<file path="src/rtl/riscv_pkg.sv">
// Shared types for the memory port arbiter: read-owner tag and LSU access size.
package riscv_pkg;

  typedef enum logic [1:0] {
    OWN_NONE = 2'd0,
    OWN_IF   = 2'd1,
    OWN_LS   = 2'd2
  } mem_owner_e;

  typedef enum logic [1:0] {
    SZ_B = 2'd0,
    SZ_H = 2'd1,
    SZ_W = 2'd2
  } ls_size_e;

  localparam logic [3:0] BE_FULL = 4'b1111;

endpackage

</file>
<file path="src/rtl/mem_arb_be_gen.sv">
// LSU lane steering: byte enables, lane-replicated store data and misalignment flag.
module mem_arb_be_gen
  import riscv_pkg::*;
(
  input  logic [1:0]  i_size,
  input  logic [1:0]  i_off,
  input  logic [31:0] i_wdata,
  output logic [3:0]  o_be,
  output logic [31:0] o_wdata,
  output logic        o_misaligned
);

  always_comb begin
    o_be         = 4'b0000;
    o_wdata      = 32'h0;
    o_misaligned = 1'b0;
    case (i_size)
      SZ_B: begin
        o_be    = 4'b0001 << i_off;
        o_wdata = {4{i_wdata[7:0]}};
      end
      SZ_H: begin
        o_be         = 4'b0011 << i_off;
        o_wdata      = {2{i_wdata[15:0]}};
        o_misaligned = i_off[0];
      end
      SZ_W: begin
        o_be         = BE_FULL;
        o_wdata      = i_wdata;
        o_misaligned = |i_off;
      end
      default: o_misaligned = 1'b1;
    endcase
  end

endmodule

</file>
<file path="src/rtl/mem_port_arbiter.sv">
// Single-port SRAM arbiter between fetch and LSU, LSU priority by default.
// Define MEM_ARB_STARVE_GUARD_EN to force a fetch grant after STARVE_LIMIT denied cycles.
module mem_port_arbiter
  import riscv_pkg::*;
#(
  parameter int XLEN         = 32,
  parameter int MEM_SIZE     = 2048,
  parameter int STARVE_LIMIT = 4
) (
  input  logic                        clk_i,
  input  logic                        rst_i,
  input  logic                        if_req_i,
  input  logic [XLEN-1:0]             if_addr_i,
  output logic                        if_gnt_o,
  output logic                        if_rvalid_o,
  output logic [XLEN-1:0]             if_rdata_o,
  input  logic                        ls_req_i,
  input  logic                        ls_we_i,
  input  logic [1:0]                  ls_size_i,
  input  logic [XLEN-1:0]             ls_addr_i,
  input  logic [XLEN-1:0]             ls_wdata_i,
  output logic                        ls_gnt_o,
  output logic                        ls_err_o,
  output logic                        ls_rvalid_o,
  output logic [XLEN-1:0]             ls_rdata_o,
  output logic                        mem_en_o,
  output logic                        mem_we_o,
  output logic [3:0]                  mem_be_o,
  output logic [$clog2(MEM_SIZE)-1:0] mem_addr_o,
  output logic [XLEN-1:0]             mem_wdata_o,
  input  logic [XLEN-1:0]             mem_rdata_i
);

  localparam int AW = $clog2(MEM_SIZE);

  logic [3:0]      w_be;
  logic [XLEN-1:0] w_wdata;
  logic            w_mis;
  logic            w_blk;
  logic            w_force;
  logic            w_ls_take;
  logic            w_ls_err;
  logic            w_if_take;
  logic            r_rst_d;
  mem_owner_e      r_owner;

  mem_arb_be_gen u_be_gen (
    .i_size       (ls_size_i),
    .i_off        (ls_addr_i[1:0]),
    .i_wdata      (ls_wdata_i),
    .o_be         (w_be),
    .o_wdata      (w_wdata),
    .o_misaligned (w_mis)
  );

  // Grants stay off during reset and for the first cycle after it.
  assign w_blk = rst_i | r_rst_d;

`ifdef MEM_ARB_STARVE_GUARD_EN
  localparam int CW = $clog2(STARVE_LIMIT + 1);
  logic [CW-1:0] r_starve;

  assign w_force = if_req_i & (r_starve == CW'(STARVE_LIMIT));

  always_ff @(posedge clk_i) begin
    if (rst_i || !if_req_i || w_if_take) begin
      r_starve <= '0;
    end else if (r_starve != CW'(STARVE_LIMIT)) begin
      r_starve <= r_starve + CW'(1);
    end
  end
`else
  localparam int unused_starve_limit = STARVE_LIMIT;
  assign w_force = 1'b0;
`endif

  // A rejected LSU request is consumed without the port, so fetch may use it.
  assign w_ls_take = ~w_blk & ls_req_i & ~w_mis & ~w_force;
  assign w_ls_err  = ~w_blk & ls_req_i & w_mis;
  assign w_if_take = ~w_blk & if_req_i & ~w_ls_take;

  assign if_gnt_o = w_if_take;
  assign ls_gnt_o = w_ls_take | w_ls_err;
  assign ls_err_o = w_ls_err;

  always_comb begin
    mem_en_o    = 1'b0;
    mem_we_o    = 1'b0;
    mem_be_o    = 4'b0000;
    mem_addr_o  = '0;
    mem_wdata_o = '0;
    if (w_ls_take) begin
      mem_en_o    = 1'b1;
      mem_we_o    = ls_we_i;
      mem_be_o    = w_be;
      mem_addr_o  = ls_addr_i[AW+1:2];
      mem_wdata_o = ls_we_i ? w_wdata : '0;
    end else if (w_if_take) begin
      mem_en_o   = 1'b1;
      mem_be_o   = BE_FULL;
      mem_addr_o = if_addr_i[AW+1:2];
    end
  end

  always_ff @(posedge clk_i) begin
    r_rst_d <= rst_i;
    if (rst_i) begin
      r_owner <= OWN_NONE;
    end else if (w_ls_take && !ls_we_i) begin
      r_owner <= OWN_LS;
    end else if (w_if_take) begin
      r_owner <= OWN_IF;
    end else begin
      r_owner <= OWN_NONE;
    end
  end

  assign if_rvalid_o = (r_owner == OWN_IF) & ~rst_i;
  assign ls_rvalid_o = (r_owner == OWN_LS) & ~rst_i;
  assign if_rdata_o  = if_rvalid_o ? mem_rdata_i : '0;
  assign ls_rdata_o  = ls_rvalid_o ? mem_rdata_i : '0;

  logic w_unused;
  assign w_unused = &{1'b0, if_addr_i[1:0], if_addr_i[XLEN-1:AW+2], ls_addr_i[XLEN-1:AW+2]};

endmodule

</file>
<file path="config.mk">
export PLATFORM = sky130hd
export DESIGN_NAME = mem_port_arbiter
export DESIGN_NICKNAME = d
export VERILOG_FILES = /design/src/rtl/riscv_pkg.sv /design/src/rtl/mem_arb_be_gen.sv /design/src/rtl/mem_port_arbiter.sv
export SDC_FILE = /design/constraint.sdc
export NUM_CORES = 1
export LEC_CHECK = 0
export CORE_AREA = 5 5 95 97
export DETAILED_ROUTE_END_ITERATION = 16
export DIE_AREA = 0 0 100 102
export GPL_ROUTABILITY_DRIVEN = 0
export GPL_TIMING_DRIVEN = 0
export HOLD_SLACK_MARGIN = 0.05
export PLACE_DENSITY_LB_ADDON = 0.08
export SLEW_MARGIN = 40
export SYNTH_ARGS = -nofsm -noshare
export SYNTH_HDL_FRONTEND = slang
export SYNTH_HIERARCHICAL = 1
export SYNTH_SLANG_ARGS = --single-unit
</file>
<file path="constraint.sdc">
create_clock -name clk_i -period 2.3 [get_ports clk_i]
set_clock_uncertainty 0.2 [all_clocks]
set_input_delay 0.23 -clock clk_i [delete_from_list [all_inputs] [get_ports clk_i]]
set_output_delay 0.23 -clock clk_i [all_outputs]
set_load 0.02 [all_outputs]
</file>
==> results of run 1 <==
[power groups by stage]
stage               registers [mW]  logic (mW)  clock network, mW
CTS                         0.0562       0.456              0.155
global placement            0.0562       0.448                  0
detailed placement          0.0563       0.452                  0
global route                0.0563       0.490              0.163
finish                      0.0562       0.452              0.151
floorplan                   0.0560       0.183                  0
[routing by layer]
metal  share of wire [%]  vias up  GRT usage (%)
met5                   0        -              0
met4                 1.8        0           3.94
met3                 8.3       10           2.94
met2                  51      122           30.7
met1                  39     1131           19.0
li1                    -     1284              -
[worst reg2reg max path: stages (launching register included)]
cell,delay (ns)
dfxtp_1,0.32
or2_1,0.22
buf_2,0.17
buf_4,0.19
nor2_1,0.11
[layout make-up]
class | instances | area [um2]
Buffer | 22 | 194
Clock buffer | 4 | 45.0
Fill cell | 845 | 4140
Inverter | 2 | 7.51
Multi-Input combinational cell | 222 | 1450
Sequential cell | 3 | 60.1
Tap cell | 105 | 131
Timing Repair Buffer | 219 | 2030
[worst min-delay path by stage]
stage / from / endpoint / slack (ns) / cells after the start
4_1_cts: rst_i / r_rst_d$_DFF_P_ / 0.25 / 1
5_1_grt: rst_i / r_rst_d$_DFF_P_ / 0.24 / 1
3_3_place_gp: r_rst_d$_DFF_P_ / r_owner[1]$_SDFF_PP0_ / 0.56 / 3
2_1_floorplan: rst_i / r_rst_d$_DFF_P_ / 0.06 / 0
6_report: rst_i / r_rst_d$_DFF_P_ / 0.24 / 1
3_5_place_dp: r_rst_d$_DFF_P_ / r_owner[1]$_SDFF_PP0_ / 0.56 / 3
[kinds of logic after synthesis]
logic type	synth area share, %
muxes	9.97
DFF	3.74
buffers and inverters	9.81
AOI/OAI and AO/OA	16.9
and+or+nand+nor	59.6
[state kept, by name, summed over array words and instances, names as in the netlist]
| register | cells |
|---|---|
| r_owner | 2 |
| r_rst_d | 1 |
[placed cells by master (no fill, tap or decap), drive strengths merged]
cell type / n
clkdlybuf4s50: 106
nand2: 17
nor2b: 2
a211o: 1
dlygate4sd2: 36
nand2b: 1
nand3: 11
o21bai: 1
nand3b: 8
a22o: 8
nor2: 6
and3: 1
nor3b: 2
inv: 2
and2: 105
dfxtp: 3
buf: 54
clkdlybuf4s15: 4
and4b: 2
mux2i: 16
nor4bb: 1
clkbuf: 20
or2: 2
o21ai: 18
a21boi: 2
nor3: 2
dlymetal6s2s: 25
a21oi: 16
[timing repair]
action,CTS,global route
setup buffers,1,3
pin swaps,4,0
endpoints found under the setup margin,117,58
resized for setup,209,51
hold endpoints to repair,0,0
cloned,4,0
==> results.json, run 1 <==
{
  "status": "finished, final reports clean",
  "crit_path_start": "ls_size_i[0]",
  "grt_pass1_vias": 2532,
  "setup_viol": 0,
  "p_int_mw": 0.433,
  "dr.pass1.iters": 4,
  "setup_tns_ns": 0,
  "slew_violations": 0,
  "rsz0062_at_grt": "no",
  "clock_path_buffers": 2,
  "min_path_type": "in2reg",
  "drt_iter0_markers": 54,
  "synth.ff_latch_count": 3,
  "finalNonFillerCells": 577,
  "clkTransAtPathRegs_ns": 0.03,
  "wl_mm": 9.16,
  "cts_sinks": 3,
  "rrSetupSlack_ns": 1.03,
  "ctsRootBufferMaster": "clkbuf_8",
  "ir_worst_vdd_mv": 0.137,
  "core_area_um2": 8050,
  "gr-usage-all-layers_pct": 16.3,
  "p_leak_nw": 2.29,
  "antenna_found_initial": 0,
  "hold_violations": 0,
  "fin_area_um2": 3910,
  "synth_nets": 383,
  "synth_area_leaders": "and2_1, mux2i_1, a21oi_1",
  "numCtsBuffers": 3,
  "p_seq_share_pct": 8.5,
  "drc": 0,
  "clockPowerShare_pct": 22.9,
  "synth_top_area_share_pct": 40.9,
  "antenna_left": 0,
  "crit_cells": 9,
  "p_sw_mw": 0.225,
  "combinationalPowerShare_pct": 68.6,
  "num_vias": 2547,
  "startpoint_type": "input port",
  "cts_tree": "built",
  "die_w_um": 100,
  "dieArea_um2": 10200,
  "synthesis.area_um2": 1610,
  "yosys.cell_count.top_type": "and2_1",
  "switching_share_pct": 34.2,
  "htree_levels": 1,
  "drive_above_1_share_pct": 18.4,
  "cp.required_ns": 1.87,
  "cap_violations": 0,
  "power.total_mw": 0.659,
  "crit_path_frequent_cell": "buf_6",
  "final_nets": 608,
  "hold_buffers": 0,
  "async_reset_ff_share_pct": 0,
  "grt_max_degree": 11,
  "yosysWarnings": 6,
  "cp_data_arrival_time_ns": 1.82,
  "crit_family": "buffers and inverters",
  "period_share_pct": 97.7,
  "reg2reg_from": "r_rst_d$_DFF_P_",
  "synth.distinct_cells": 30,
  "io_buffers": 212,
  "fp-row-count": 33,
  "yosys.area.top_type": "and2_1",
  "placed_area_um2": 3860,
  "pwr_density_cell_nw_per_um2": 168,
  "worstPathMaxFanout": 10,
  "synthCells": 248,
  "die_h_um": 102,
  "critPathCaptureType": "primary output",
  "pre_cts_ws_ns": -1.11,
  "boundaryPins": 253,
  "grt_pass1_wl_mm": 13.5,
  "yosys-top-cells-count": "and2_1, nand2_1, a21oi_1, mux2i_1, o21ai_1",
  "fmax_ghz": 0.445,
  "grt_remaining_overflow": 0,
  "finalWorstPathRequiredPeriod_ns": 2.25,
  "antenna_cells": 0,
  "syn_to_final_growth_pct": 144,
  "ys.flop_type": "dfxtp_1",
  "r2r_cells": 4,
  "final_util_pct": 48.6,
  "cpPeakStageDelay_ns": 0.42,
  "wl_per_cell_um": 15.9,
  "fin_ws_ns": 0.0537,
  "synth-edff-count": 0,
  "dp.cells": 565,
  "path_buf_inv": 6,
  "worst-setup-path-type": "in2out",
  "r2r-end": "r_owner[0]$_SDFF_PP0_",
  "vias_per_cell": 4.41,
  "crit_chain": "dlygate4sd2_1 > buf_6 > buf_6 > inv_2 > a21oi_4 > and4b_4 > buf_6 > and2_1 > clkdlybuf4s15_2",
  "syn_avg_cell_area_um2": 6.48,
  "synth_seq_area_share_pct": 3.74,
  "cp-endpoint": "mem_wdata_o[20]",
  "tightest_slew_ns": 0.531,
  "relSlewSlack_pct": 64.6,
  "initial_utilization_pct": 20.0,
  "clkLatencyLatePin_ns": 0.21,
  "finalHoldWorstSlack_ns": 0.243,
  "crit_slowest_cell": "and4b_4",
  "place_hpwl_mm": 7.41
}
No activity file was read; power rests on OpenSTA's default activity.
==> run 2: changes to the inputs <==
==> constraint.sdc (replaced) <==
create_clock -name clk_i -period 2.3 [get_ports clk_i]
set_clock_uncertainty 0.2 [all_clocks]
set_input_delay 0.23 -clock clk_i [delete_from_list [all_inputs] [get_ports clk_i]]
set_output_delay 0.23 -clock clk_i [all_outputs]
set_load 0.01 [all_outputs]
==> results.json, run 2 (same netlist as run 1, synthesis figures left out) <==
{
  "drt_iter0_markers": 72,
  "grt_use_met3_pct": 2.80,
  "grt_most_used_layer": "met2",
  "num_vias": 2510,
  "cp.required_ns": 1.87,
  "core_area_um2": 8050,
  "drive_above_1_share_pct": 12.3,
  "clkLatencyLatePin_ns": 0.21,
  "layout_common_cells": "clkdlybuf4s50_1, and2_1, dlygate4sd2_1",
  "dp.cells": 565,
  "fp-row-count": 33,
  "setup_tns_ns": 0,
  "antenna_found_initial": 0,
  "dieArea_um2": 10200,
  "clkTransAtPathRegs_ns": 0.03,
  "hold_violations": 0,
  "pwr_density_cell_nw_per_um2": 162,
  "rsz0062_at_grt": "no",
  "place_hpwl_mm": 7.41,
  "final_nets": 606,
  "p_leak_nw": 1.74,
  "htree_levels": 1,
  "nFillCells": 840,
  "finalWorstPathRequiredPeriod_ns": 2.25,
  "grt_util_met2_pct": 30.0,
  "cp_data_arrival_time_ns": 1.82,
  "critPathCaptureType": "primary output",
  "syn_to_final_growth_pct": 145,
  "wl_mm": 8.87,
  "grt_pass1_wl_mm": 13.1,
  "dr.pass1.iters": 4,
  "ctsRootBufferMaster": "clkbuf_8",
  "drc": 0,
  "grt_pass1_vias": 2496,
  "antenna_cells": 0,
  "rrSetupSlack_ns": 1.03,
  "top_regs": "r_owner: 2 flops, r_rst_d: 1 flops",
  "setup_viol": 0,
  "grt_max_degree": 11,
  "power.total_mw": 0.639,
  "cts_sinks": 3,
  "initial_utilization_pct": 20.0,
  "io_buffers": 212,
  "ir_worst_vdd_mv": 0.136,
  "fmax_ghz": 0.444,
  "startpoint_type": "input port",
  "worstPathMaxFanout": 10,
  "cap_violations": 0,
  "cpPeakStageDelay_ns": 0.38,
  "regMostFlops": "r_owner",
  "crit_chain": "dlygate4sd2_1 > buf_6 > buf_6 > inv_2 > a21oi_4 > and4b_4 > buf_6 > buf_6 > and2_1 > clkdlybuf4s15_2",
  "final_common_cell": "clkdlybuf4s50_1",
  "crit_slowest_cell": "and4b_4",
  "cts_tree": "built",
  "period_share_pct": 98.0,
  "clock_path_buffers": 2,
  "vias_per_cell": 4.37,
  "slew_violations": 0,
  "finalHoldWorstSlack_ns": 0.243,
  "largest_reg_flops": 2,
  "boundaryPins": 253,
  "grt_remaining_overflow": 0,
  "gr-usage-all-layers_pct": 15.7,
  "min_path_type": "in2reg",
  "hold_buffers": 0,
  "finalNonFillerCells": 575,
  "crit_path_frequent_cell": "buf_6",
  "worst-setup-path-type": "in2out",
  "numCtsBuffers": 3,
  "relSlewSlack_pct": 65.2,
  "die_w_um": 100,
  "status": "finished, final reports clean",
  "tightest_slew_ns": 0.522,
  "met1_usage_pct": 18.1,
  "wl_per_cell_um": 15.4,
  "antenna_left": 0,
  "final_util_pct": 48.9,
  "die_h_um": 102
}
## run 2: changes by cell type in the layout (fill, tap and decap cells not counted), sizes merged
cell and delta:
and4b -1, clkbuf -5, clkdlybuf4s50 +51, clkdlybuf4s15 +4
buf -22, dlygate4sd2 -4, dlymetal6s2s -25
## run 2: path summary, 6_finish.rpt
kind,from,endpoint,cells past startpoint
setup / recovery,ls_size_i[0],mem_wdata_o[5],10
hold / removal,rst_i,r_rst_d$_DFF_P_,1
setup reg to reg,r_rst_d$_DFF_P_,r_owner[0]$_SDFF_PP0_,4
hold reg to reg,r_rst_d$_DFF_P_,r_owner[1]$_SDFF_PP0_,3
## run 2: repair_timing
action	in CTS	in global routing
cloned	0	1
pin swaps	3	0
buffers inserted	6	0
gates resized for setup	100	42
setup endpoints to repair	117	66
## run 2: stage by stage
stage | instance area (um2) | setup WS [ns]
finish | 3940 | 0.0460
global route | 3940 | 0.00222
CTS | 3960 | 0.000399
detailed placement | 3860 | -1.04
global placement | 3860 | -1.03
floorplan | 1610 | 0.390
## run 2: final cells by class
type                       count  area (um2)  area share, %
clock buffer                   4        45.0           1.14
tap                          105         131           3.34
sequential                     3        60.1           1.53
timing repair buffer         218        2060           52.3
multi-input combinational    221        1430           36.4
buffer                        22         200           5.09
inverter                       2        7.51          0.191
## run 2: report_power, final
part           total (mW)  internal, mW  switching [mW]
clock network       0.150         0.118          0.0325
registers          0.0561        0.0544         0.00171
logic               0.432         0.268           0.164
## run 2: critical path, delay by kind of cell
kind	cells	cell delay (ns)
compound gates	1	0.06
buf+inv	7	1.03
simple gates	2	0.50
## run 2: per-layer routing
layer	vias up	part of all wire, %
met3	10	7.2
met5	-	0
met4	0	1.8
met1	1119	39
met2	107	52
li1	1274	-
